==> src/rtl/perceptron_pkg.sv <==
// rtl/perceptron_pkg.sv - shared perceptron feature definitions
// Purpose: feature field widths, canonical per-digit feature table and the
//          stimulus driver state encoding, shared with the classifier.
// Ports:   none (package)
package perceptron_pkg;

  localparam int NUM_CLASSES = 10;
  localparam int DIGIT_W     = 4;
  localparam int EDGE_W      = 3;
  localparam int CURVE_W     = 4;

  typedef struct packed {
    logic [EDGE_W-1:0]  edges;
    logic [CURVE_W-1:0] curves;
  } feature_t;

  // Canonical {edges, curves} per digit, index = digit.
  localparam feature_t FEATURE_LUT [NUM_CLASSES] = '{
    '{3'd0, 4'd2},
    '{3'd1, 4'd0},
    '{3'd2, 4'd1},
    '{3'd0, 4'd3},
    '{3'd3, 4'd0},
    '{3'd2, 4'd2},
    '{3'd1, 4'd2},
    '{3'd2, 4'd0},
    '{3'd0, 4'd4},
    '{3'd1, 4'd3}
  };

  typedef enum logic [1:0] {
    ST_IDLE,
    ST_DRIVE,
    ST_SAMPLE,
    ST_REPORT
  } state_t;

  function automatic logic digit_ok(input logic [DIGIT_W-1:0] digit);
    return digit < DIGIT_W'(NUM_CLASSES);
  endfunction

  // Out-of-range digits map to an all-zero feature so the table is never
  // indexed past its end.
  function automatic feature_t feature_of(input logic [DIGIT_W-1:0] digit);
    feature_t f;
    f = '0;
    if (digit_ok(digit)) begin
      f = FEATURE_LUT[digit];
    end
    return f;
  endfunction

endpackage

==> src/rtl/sat_counter.sv <==
// rtl/sat_counter.sv - saturating event counter with clear and hold
// Purpose: counts inc pulses, sticks at all-ones; clr has priority over
//          everything else, hold freezes the count.
// Ports:   clk, rst_n (async active-low), inc, clr, hold, count[CNT_W-1:0]
module sat_counter #(
  parameter int CNT_W = 8
) (
  input  logic             clk,
  input  logic             rst_n,
  input  logic             inc,
  input  logic             clr,
  input  logic             hold,
  output logic [CNT_W-1:0] count
);

  always_ff @(posedge clk or negedge rst_n) begin
    if (!rst_n) begin
      count <= '0;
    end else if (clr) begin
      count <= '0;
    end else if (!hold && inc && (count != {CNT_W{1'b1}})) begin
      count <= count + 1'b1;
    end
  end

endmodule

==> src/rtl/perceptron_stimulus_driver.sv <==
// rtl/perceptron_stimulus_driver.sv - self-test stimulus front end of the classifier
// Purpose: accepts a digit request, drives its canonical features for a settle
//          window, samples the classifier answer and reports match/mismatch
//          with saturating pass/fail tallies.
// Ports:   clk, rst_n (async active-low), ena
//          req_valid, req_digit[3:0], req_ready
//          feat_edges[2:0], feat_curves[3:0], feat_valid, cls_out[3:0]
//          rsp_valid, rsp_match, rsp_bad, rsp_got[3:0]
//          clear_cnt, pass_cnt[CNT_W-1:0], fail_cnt[CNT_W-1:0]
module perceptron_stimulus_driver
  import perceptron_pkg::*;
#(
  parameter int SETTLE_CYCLES = 2,
  parameter int CNT_W         = 8
) (
  input  logic               clk,
  input  logic               rst_n,
  input  logic               ena,
  input  logic               req_valid,
  input  logic [DIGIT_W-1:0] req_digit,
  output logic               req_ready,
  output logic [EDGE_W-1:0]  feat_edges,
  output logic [CURVE_W-1:0] feat_curves,
  output logic               feat_valid,
  input  logic [DIGIT_W-1:0] cls_out,
  output logic               rsp_valid,
  output logic               rsp_match,
  output logic               rsp_bad,
  output logic [DIGIT_W-1:0] rsp_got,
  input  logic               clear_cnt,
  output logic [CNT_W-1:0]   pass_cnt,
  output logic [CNT_W-1:0]   fail_cnt
);

  state_t             state_q, state_d;
  logic [3:0]         settle_q;
  logic [DIGIT_W-1:0] digit_q;
  feature_t           feat_q;
  logic               accept;
  logic               req_ok;

  assign req_ready = ena && (state_q == ST_IDLE);
  assign accept    = req_valid && req_ready;
  assign req_ok    = digit_ok(req_digit);

  // Gating with ena keeps the pulse to exactly one enabled cycle even if the
  // driver is frozen while sitting in REPORT.
  assign rsp_valid = ena && (state_q == ST_REPORT);

  assign feat_edges  = feat_q.edges;
  assign feat_curves = feat_q.curves;

  always_ff @(posedge clk or negedge rst_n) begin
    if (!rst_n) begin
      state_q <= ST_IDLE;
    end else begin
      state_q <= state_d;
    end
  end

  always_comb begin
    state_d = state_q;
    if (ena) begin
      unique case (state_q)
        ST_IDLE: begin
          if (accept) begin
            state_d = req_ok ? ST_DRIVE : ST_REPORT;
          end
        end
        ST_DRIVE: begin
          if (settle_q == 4'd0) begin
            state_d = ST_SAMPLE;
          end
        end
        ST_SAMPLE: state_d = ST_REPORT;
        ST_REPORT: state_d = ST_IDLE;
        default:   state_d = ST_IDLE;
      endcase
    end
  end

  always_ff @(posedge clk or negedge rst_n) begin
    if (!rst_n) begin
      settle_q   <= 4'd0;
      digit_q    <= '0;
      feat_q     <= '0;
      feat_valid <= 1'b0;
      rsp_match  <= 1'b0;
      rsp_bad    <= 1'b0;
      rsp_got    <= '0;
    end else if (ena) begin
      unique case (state_q)
        ST_IDLE: begin
          if (accept) begin
            digit_q <= req_digit;
            if (req_ok) begin
              feat_q     <= feature_of(req_digit);
              feat_valid <= 1'b1;
              // DRIVE lasts SETTLE_CYCLES cycles, leaving at count zero.
              settle_q   <= 4'(SETTLE_CYCLES - 1);
            end else begin
              rsp_match <= 1'b0;
              rsp_bad   <= 1'b1;
              rsp_got   <= '0;
            end
          end
        end
        ST_DRIVE: begin
          if (settle_q != 4'd0) begin
            settle_q <= settle_q - 4'd1;
          end
        end
        ST_SAMPLE: begin
          rsp_got    <= cls_out;
          rsp_match  <= (cls_out == digit_q);
          rsp_bad    <= 1'b0;
          feat_q     <= '0;
          feat_valid <= 1'b0;
        end
        default: begin
        end
      endcase
    end
  end

  sat_counter #(.CNT_W(CNT_W)) u_pass_cnt (
    .clk   (clk),
    .rst_n (rst_n),
    .inc   (rsp_valid && rsp_match && !rsp_bad),
    .clr   (clear_cnt),
    .hold  (!ena),
    .count (pass_cnt)
  );

  sat_counter #(.CNT_W(CNT_W)) u_fail_cnt (
    .clk   (clk),
    .rst_n (rst_n),
    .inc   (rsp_valid && !rsp_match && !rsp_bad),
    .clr   (clear_cnt),
    .hold  (!ena),
    .count (fail_cnt)
  );

endmodule
==> config.mk <==
export PLATFORM = sky130hd
export DESIGN_NAME = perceptron_stimulus_driver
export DESIGN_NICKNAME = d
export VERILOG_FILES = /design/src/rtl/perceptron_pkg.sv /design/src/rtl/sat_counter.sv /design/src/rtl/perceptron_stimulus_driver.sv
export SDC_FILE = /design/constraint.sdc
export NUM_CORES = 1
export LEC_CHECK = 0
export BUFFER_PORTS_ARGS = -buffer_cell sky130_fd_sc_hd__buf_2
export CAP_MARGIN = 0
export CELL_PAD_IN_SITES_DETAIL_PLACEMENT = 0
export CELL_PAD_IN_SITES_GLOBAL_PLACEMENT = 1
export CORE_ASPECT_RATIO = 0.7
export CORE_MARGIN = 5
export CORE_UTILIZATION = 38
export DETAILED_ROUTE_END_ITERATION = 10
export PLACE_DENSITY = 0.78
export SKIP_CTS_REPAIR_TIMING = 1
export SYNTH_ARGS = -nofsm -noshare
export SYNTH_HDL_FRONTEND = slang
export SYNTH_SLANG_ARGS = --single-unit
==> constraint.sdc <==
create_clock -name clk -period 1.7 [get_ports clk]
set_input_delay 0.085 -clock clk [delete_from_list [all_inputs] [get_ports clk]]
set_output_delay 0.085 -clock clk [all_outputs]
set_load 0.01 [all_outputs]
## After elaboration in Yosys (flattened, before gate mapping)

Memory sizes are Yosys's and may differ from the RTL's.
Cells that the tools add are included.

| storage, ports and cells | value |
|---|---|
| output and inout port bits | 32 |
| input port bits | 13 |
| register bits after elaboration | 40 |
| memories | 1 |
| logic and storage cells | 83 |
| ROM bits | 112 |

Memory list:

| memory | words | bits a word | read ports | clocked after Yosys merged registers in | write ports | RTL line | source |
|---|---|---|---|---|---|---|---|
| (no name shown) | 16 | 7 | 1 | 0 | 0 | perceptron_pkg.sv:48 | `f = FEATURE_LUT[digit];` |

| operators by class | value |
|---|---|
| muxes and demuxes | 29 |
| $lt $le $gt $ge | 2 |
| eq/ne operators | 11 |
| add/sub/neg operators | 3 |
| bitwise logic cells | 1 |
| reduce and logical (&&, ||, !) cells | 25 |

Operators by type and width:

| kind | number |
|---|---|
| $mux 8 | 4 |
| $mux 7 | 4 |
| $mux 4 | 5 |
| $add 8x1->8 const B | 2 |
| $ne 8x8->1 const B | 2 |
| $pmux 4 s2 | 2 |
| $pmux 7 s2 | 1 |
| $logic_and 1x1->1 | 11 |
| $ne 2x2->1 const B | 5 |
| $pmux 2 s4 | 1 |
| $reduce_and 4->1 | 2 |
| $reduce_bool 2->1 | 4 |
| $mux 1 | 6 |
| $mux 2 | 3 |
| $pmux 1 s2 | 3 |
| $reduce_and 3->1 | 2 |
| $ge 5x5->1 const B | 1 |
| $not 4->5 | 1 |
| $reduce_and 5->1 | 1 |
| $eq 2x2->1 const B | 2 |
| $eq 4x4->1 | 1 |
| $logic_not 4->1 | 1 |
| $lt 4x4->1 const B | 1 |
| $reduce_bool 4->1 | 1 |
| other kinds (4) | 5 |

## Logic depth before layout (Yosys ltp)

| logic depth | value |
|---|---|
| word-level depth | 8 |
| mapped depth | 7 |
| mapped depth without buffers | 6 |

## By module

From an unflattened synthesis, not the netlist that was laid out.

| second synthesis, totals | value |
|---|---|
| cells, all modules | 225 |
| area total of the unflattened synthesis | 2,296.0 µm² |

By module, submodules not included:

| module | instances | sequential area each (µm²) | area an instance (µm²) | cells an instance |
|---|---|---|---|---|
| perceptron_stimulus_driver | 1 | 550.5 | 1,310.0 | 131 |
| sat_counter | 2 | 200.2 | 493.0 | 47 |

## Worst setup path before layout

No wires, ideal clock.

| timing path | value |
|---|---|
| kind | register to register |
| start | register state_q[0] |
| end | register rsp_match |
| buffers on the path | 0 |
| data required time | 1.633 ns |
| data arrival time | 1.572 ns |
| clock period less this slack | 1.640 ns |
| setup time | 0.067 ns |
| path slack | 0.060 ns |
| stages on the path, launching flop included | 7 |
| cell sequence | dfrtp_1 > inv_1 > ha_1 > nand3_1 > a2bb2oi_1 > nor4_1 > a32o_1 |

| on the way | value |
|---|---|
| cells in the longest elaborated chain, start to end | 5 |
| elaborated cells between the ends (all ways) | 9 |
| classes of those cells | eq/ne (3); mux (1); reduce/logical (5) |

RTL lines:

| what | RTL line | source |
|---|---|---|
| start, declared | perceptron_stimulus_driver.sv:35 | `state_t state_q, state_d;` |
| start signal, assigned | perceptron_stimulus_driver.sv:57 | `state_q <= state_d;` |
| $logic_not 2->1 | perceptron_stimulus_driver.sv:42, perceptron_stimulus_driver.sv:92 |  |
| $logic_and 1x1->1 | perceptron_stimulus_driver.sv:42 | `assign req_ready = ena && (state_q == ST_IDLE);` |
| $logic_and 1x1->1 | perceptron_stimulus_driver.sv:43 | `assign accept = req_valid && req_ready;` |
| $ne 2x2->1 (no source line) | - |  |
| $reduce_and 4->1 (no source line) | - |  |
| end signal, assigned | perceptron_stimulus_driver.sv:115 | `rsp_match <= (cls_out == digit_q);` |
| end, declared | perceptron_stimulus_driver.sv:27 | `output logic rsp_match,` |

Several ways; a longest one is shown, not always the timed one.
A chain may end at the register's enable or synchronous reset.

## Worst setup path in the final report

| timing path | value |
|---|---|
| start | register state_q[0] |
| end | register u_pass_cnt.count[5] |

| on the way | value |
|---|---|
| cells in the longest elaborated chain, start to end | 7 |

RTL lines:

| what | RTL line | source |
|---|---|---|
| $eq 2x2->1 | perceptron_stimulus_driver.sv:48 | `assign rsp_valid = ena && (state_q == ST_REPORT);` |
| $logic_and 1x1->1 | perceptron_stimulus_driver.sv:48 |  |
| $logic_and 1x1->1 (2 in series) | perceptron_stimulus_driver.sv:129 | `.inc (rsp_valid && rsp_match && !rsp_bad),` |
| $logic_and 1x1->1 (2 in series) | sat_counter.sv:21 | `end else if (!hold && inc && (count != {CNT_W{1'b1}})) begin` |
| $reduce_bool 2->1 (no source line) | - |  |
| end signal, assigned | sat_counter.sv:22 | `count <= count + 1'b1;` |
| end, declared | sat_counter.sv:13 | `output logic [CNT_W-1:0] count` |

Every way passes these cells.

==> results.cfg <==
[outcome]
status = complete, no violations

[placed_design]
dpl.hpwl_um = 3465
dpl_cell_area_um2 = 2551
place_ws_ns = -0.04242
io_buffers = 42
gp_congestion = 0.7703

[yosys]
synthesis.area_um2 = 2192
syn_inst = 221
ys_seq_area_share_pct = 43.38
synth_top_family_by_area = simple AND/OR/NAND/NOR gates
synth_xor_area_share_pct = 3.196
synth_top_area_share_pct = 43.38
synthArstFlopShare_pct = 100.0
synth_cell_types = 51
yosysWarnings = 0
synth.area.top_cells = dfrtp_1 43%, ha_1 6.8%, mux2_2 3.6%
synth-simple-area-share_pct = 21.52
ys_ff_latch = 38
synth_compound_area_share_pct = 13.07
synth_top_cell_by_area = dfrtp_1
synth_fa_ha_area_share_pct = 6.849
synth_edf_count = 0
avgSynthCellArea_um2 = 9.919
synth-main-ff-cell = dfrtp_1
muxShareOfSynthArea_pct = 7.306

[final_layout]
synthToLayoutAreaGrowth_pct = 21.80
final_cell_area_um2 = 2670
n_antenna_cell = 0
regArea_um2 = 950.9
drive_gt1_share_pct = 29.75
fillers = 530
multi_input_area_um2 = 1164
nets = 303

[global_routing]
overflow = 0
grt_use_total_pct = 12.96
grt_first_pass_wirelength_um = 7700
grt_start_max_net_pins = 39
grt_pass1_vias = 1649
antenna_found_initial = 0

[route]
vias_per_cell = 4.944
first_pass_iters = 4
drt_iter0_drc = 85
ant_nets = 0
wl_um = 4649
wl_per_cell_um = 13.13
via_count = 1750
drc = 0

[pwr]
power.leakage_nw = 1.301
p_int_mw = 2.017
max-vdd-ir-drop_mv = 0.4668
sequentialPowerShare_pct = 40.9
p_switching_mw = 1.092
pwr-share-clk_pct = 20.4
powerDensity_nw_per_um2 = 1164
p_sw_share_pct = 35.12
power_frac_comb_pct = 38.7

[critical_path]
rrSetupSlack_ns = 0.04
path_depth = 5
cp.arrival_ns = 1.84
worstPathRequired_ns = 1.88
endpoint_kind = flop
critPathLaunchType = flop
setup.worst_path.class = reg2reg
slowest_stage = dfrtp_1
critical_path.top_delay_family = flip-flops
crit_chain = ha_2, and4b_1, nand2_2, a2111oi_4, mux2_1
cp_max_fo = 4
cp.buffers_inverters = 0
ff2ff_path_depth = 5
cp_slowest_stage_delay_ns = 0.39

[worst_hold_path]
hp-class = in2reg
hold_path_depth = 3

[sta]
fin_ws_ns = 0.03965
skew_ns = 0.008103
slew_headroom_pct = 67.40
finalHoldViolCount = 0
setup_tns_ns = 0
period_minus_slack_ns = 1.660
rsz0062_at_grt = yes
post-route-period-util_pct = 97.67
fmax_mhz = 602.3
finalSetupViolations = 0
worst_slew_pin_slew_ns = 0.4767
drv_slew = 0

[run]
maxCapViolCount = 0

[die]
core_um2 = 5669
top_level_ports = 45
rows = 23
die_area_um2 = 7412
start_util_pct = 38.67
die_width_um = 100.8
die_h_um = 73.55

[clock_tree]
clockBufferDepth = 2
cts-buffers-inserted = 5
clock_sinks = 38
insertion_delay_ns = 0.29
h-tree-depth = 2
cts_tree = built
cts_root_buf = clkbuf_8
clkSlewWorstSetupHoldPaths_ns = 0.08
==> sequential cells by signal, indices dropped and copies added (netlist names) <==
name	flops
rsp_match	1
rsp_bad	1
feat_curves	3
u_pass_cnt.count	8
state_q	2
feat_edges	2
digit_q	4
settle_q	4
feat_valid	1
rsp_got	4
u_fail_cnt.count	8
==> cells by family after synthesis <==
group	Yosys count
AND/OR/NAND/NOR	88
AO/OA/AOI/OAI	40
flip-flops	38
buffers and inverters	19
multiplexers	15
adder cells (fa/ha/maj)	12
XOR/XNOR	8
other	1
==> worst paths after layout <==
check                                 from             endpoint
worst max-delay path            state_q[0]  u_pass_cnt.count[5]
worst min-delay path            cls_out[0]           rsp_got[0]
worst max register to register  state_q[0]  u_pass_cnt.count[5]
worst min register to register  rsp_got[1]           rsp_got[1]
max in group asynchronous            rst_n           state_q[0]
min in group asynchronous            rst_n  u_fail_cnt.count[5]
==> through the flow <==
stage          cells  utilization, %  power [mW]  hold slack, ns
6_report         354           47.10       3.109         0.06465
5_1_grt          354           47.10       3.341         0.07342
4_1_cts          353           46.61       3.122         -0.1411
3_5_place_dp     345           45.00       2.464          0.1764
3_3_place_gp     345           45.00       2.442          0.1699
2_1_floorplan    222               -       2.050         -0.2106
==> power by group through the flow <==
stage / logic, mW / clock network (mW) / registers (mW)
global placement: 1.16 / 0 / 1.28
floorplan: 0.730 / 0 / 1.32
global route: 1.34 / 0.695 / 1.30
detailed placement: 1.18 / 0 / 1.29
CTS: 1.19 / 0.665 / 1.27
finish: 1.20 / 0.636 / 1.27
==> cell usage after synthesis (2+ instances only) <==
cell and count:
clkbuf_1 2, or3_1 3, nor2_1 15, and2_1 3, a31oi_1 3, nand4_1 2, nor2b_1 2, xnor2_1 4
nand2b_1 3, o31ai_1 2, nor3b_1 3, mux2_2 7, buf_4 3, a21oi_1 8, a211oi_1 4, a41oi_1 2
o21a_1 2, inv_1 10, mux2i_1 7, dfrtp_1 38, nor4_1 2, nor3_1 8, and3_1 5, a21o_1 2
buf_6 2, o21ai_0 9, xor2_1 4, nand3_1 12, nand2_1 21, ha_1 12
==> tightest hold or removal path, delay by kind of cell <==
family                 cells  cell delay (ns)
AOI/OAI and AO/OA          1             0.06
buffers and inverters      1             0.11
and+or+nand+nor            1             0.06
==> area by class of cell <==
class / instances / area share (%)
flip-flops and latches: 38 / 35.61
multi-input cells: 165 / 43.58
well taps: 75 / 3.515
inverters: 10 / 1.406
clock buffers: 7 / 3.233
clock inverters: 1 / 0.1874
repair buffers: 58 / 12.46
==> routing by layer <==
layer  global-route usage [%]  up-vias  wire [um]
met5                        0        -          0
met4                    3.587        0         30
met3                    3.795        4        239
met2                    17.51       34       1820
met1                    19.79      812       2558
li1                         -      900          -
==> layout by cell type, fill, tap and decap left out, drive strengths merged, types with 2 or more instances in the layout <==
master,n
buf,57
dfrtp,38
nand2,22
nor2,15
nand3,12
ha,12
o21ai,11
inv,10
a21oi,8
nor3,8
mux2,8
mux2i,7
clkbuf,7
and3,5
xnor2,4
xor2,4
a211oi,4
and2,4
nand2b,3
nor3b,3
or3,3
a31oi,3
a41oi,2
a21o,2
o21a,2
nor4,2
nand4,2
o31ai,2
conb,2
and4,2
nor2b,2
a2111oi,2
Power figures use the tool's default switching activity.
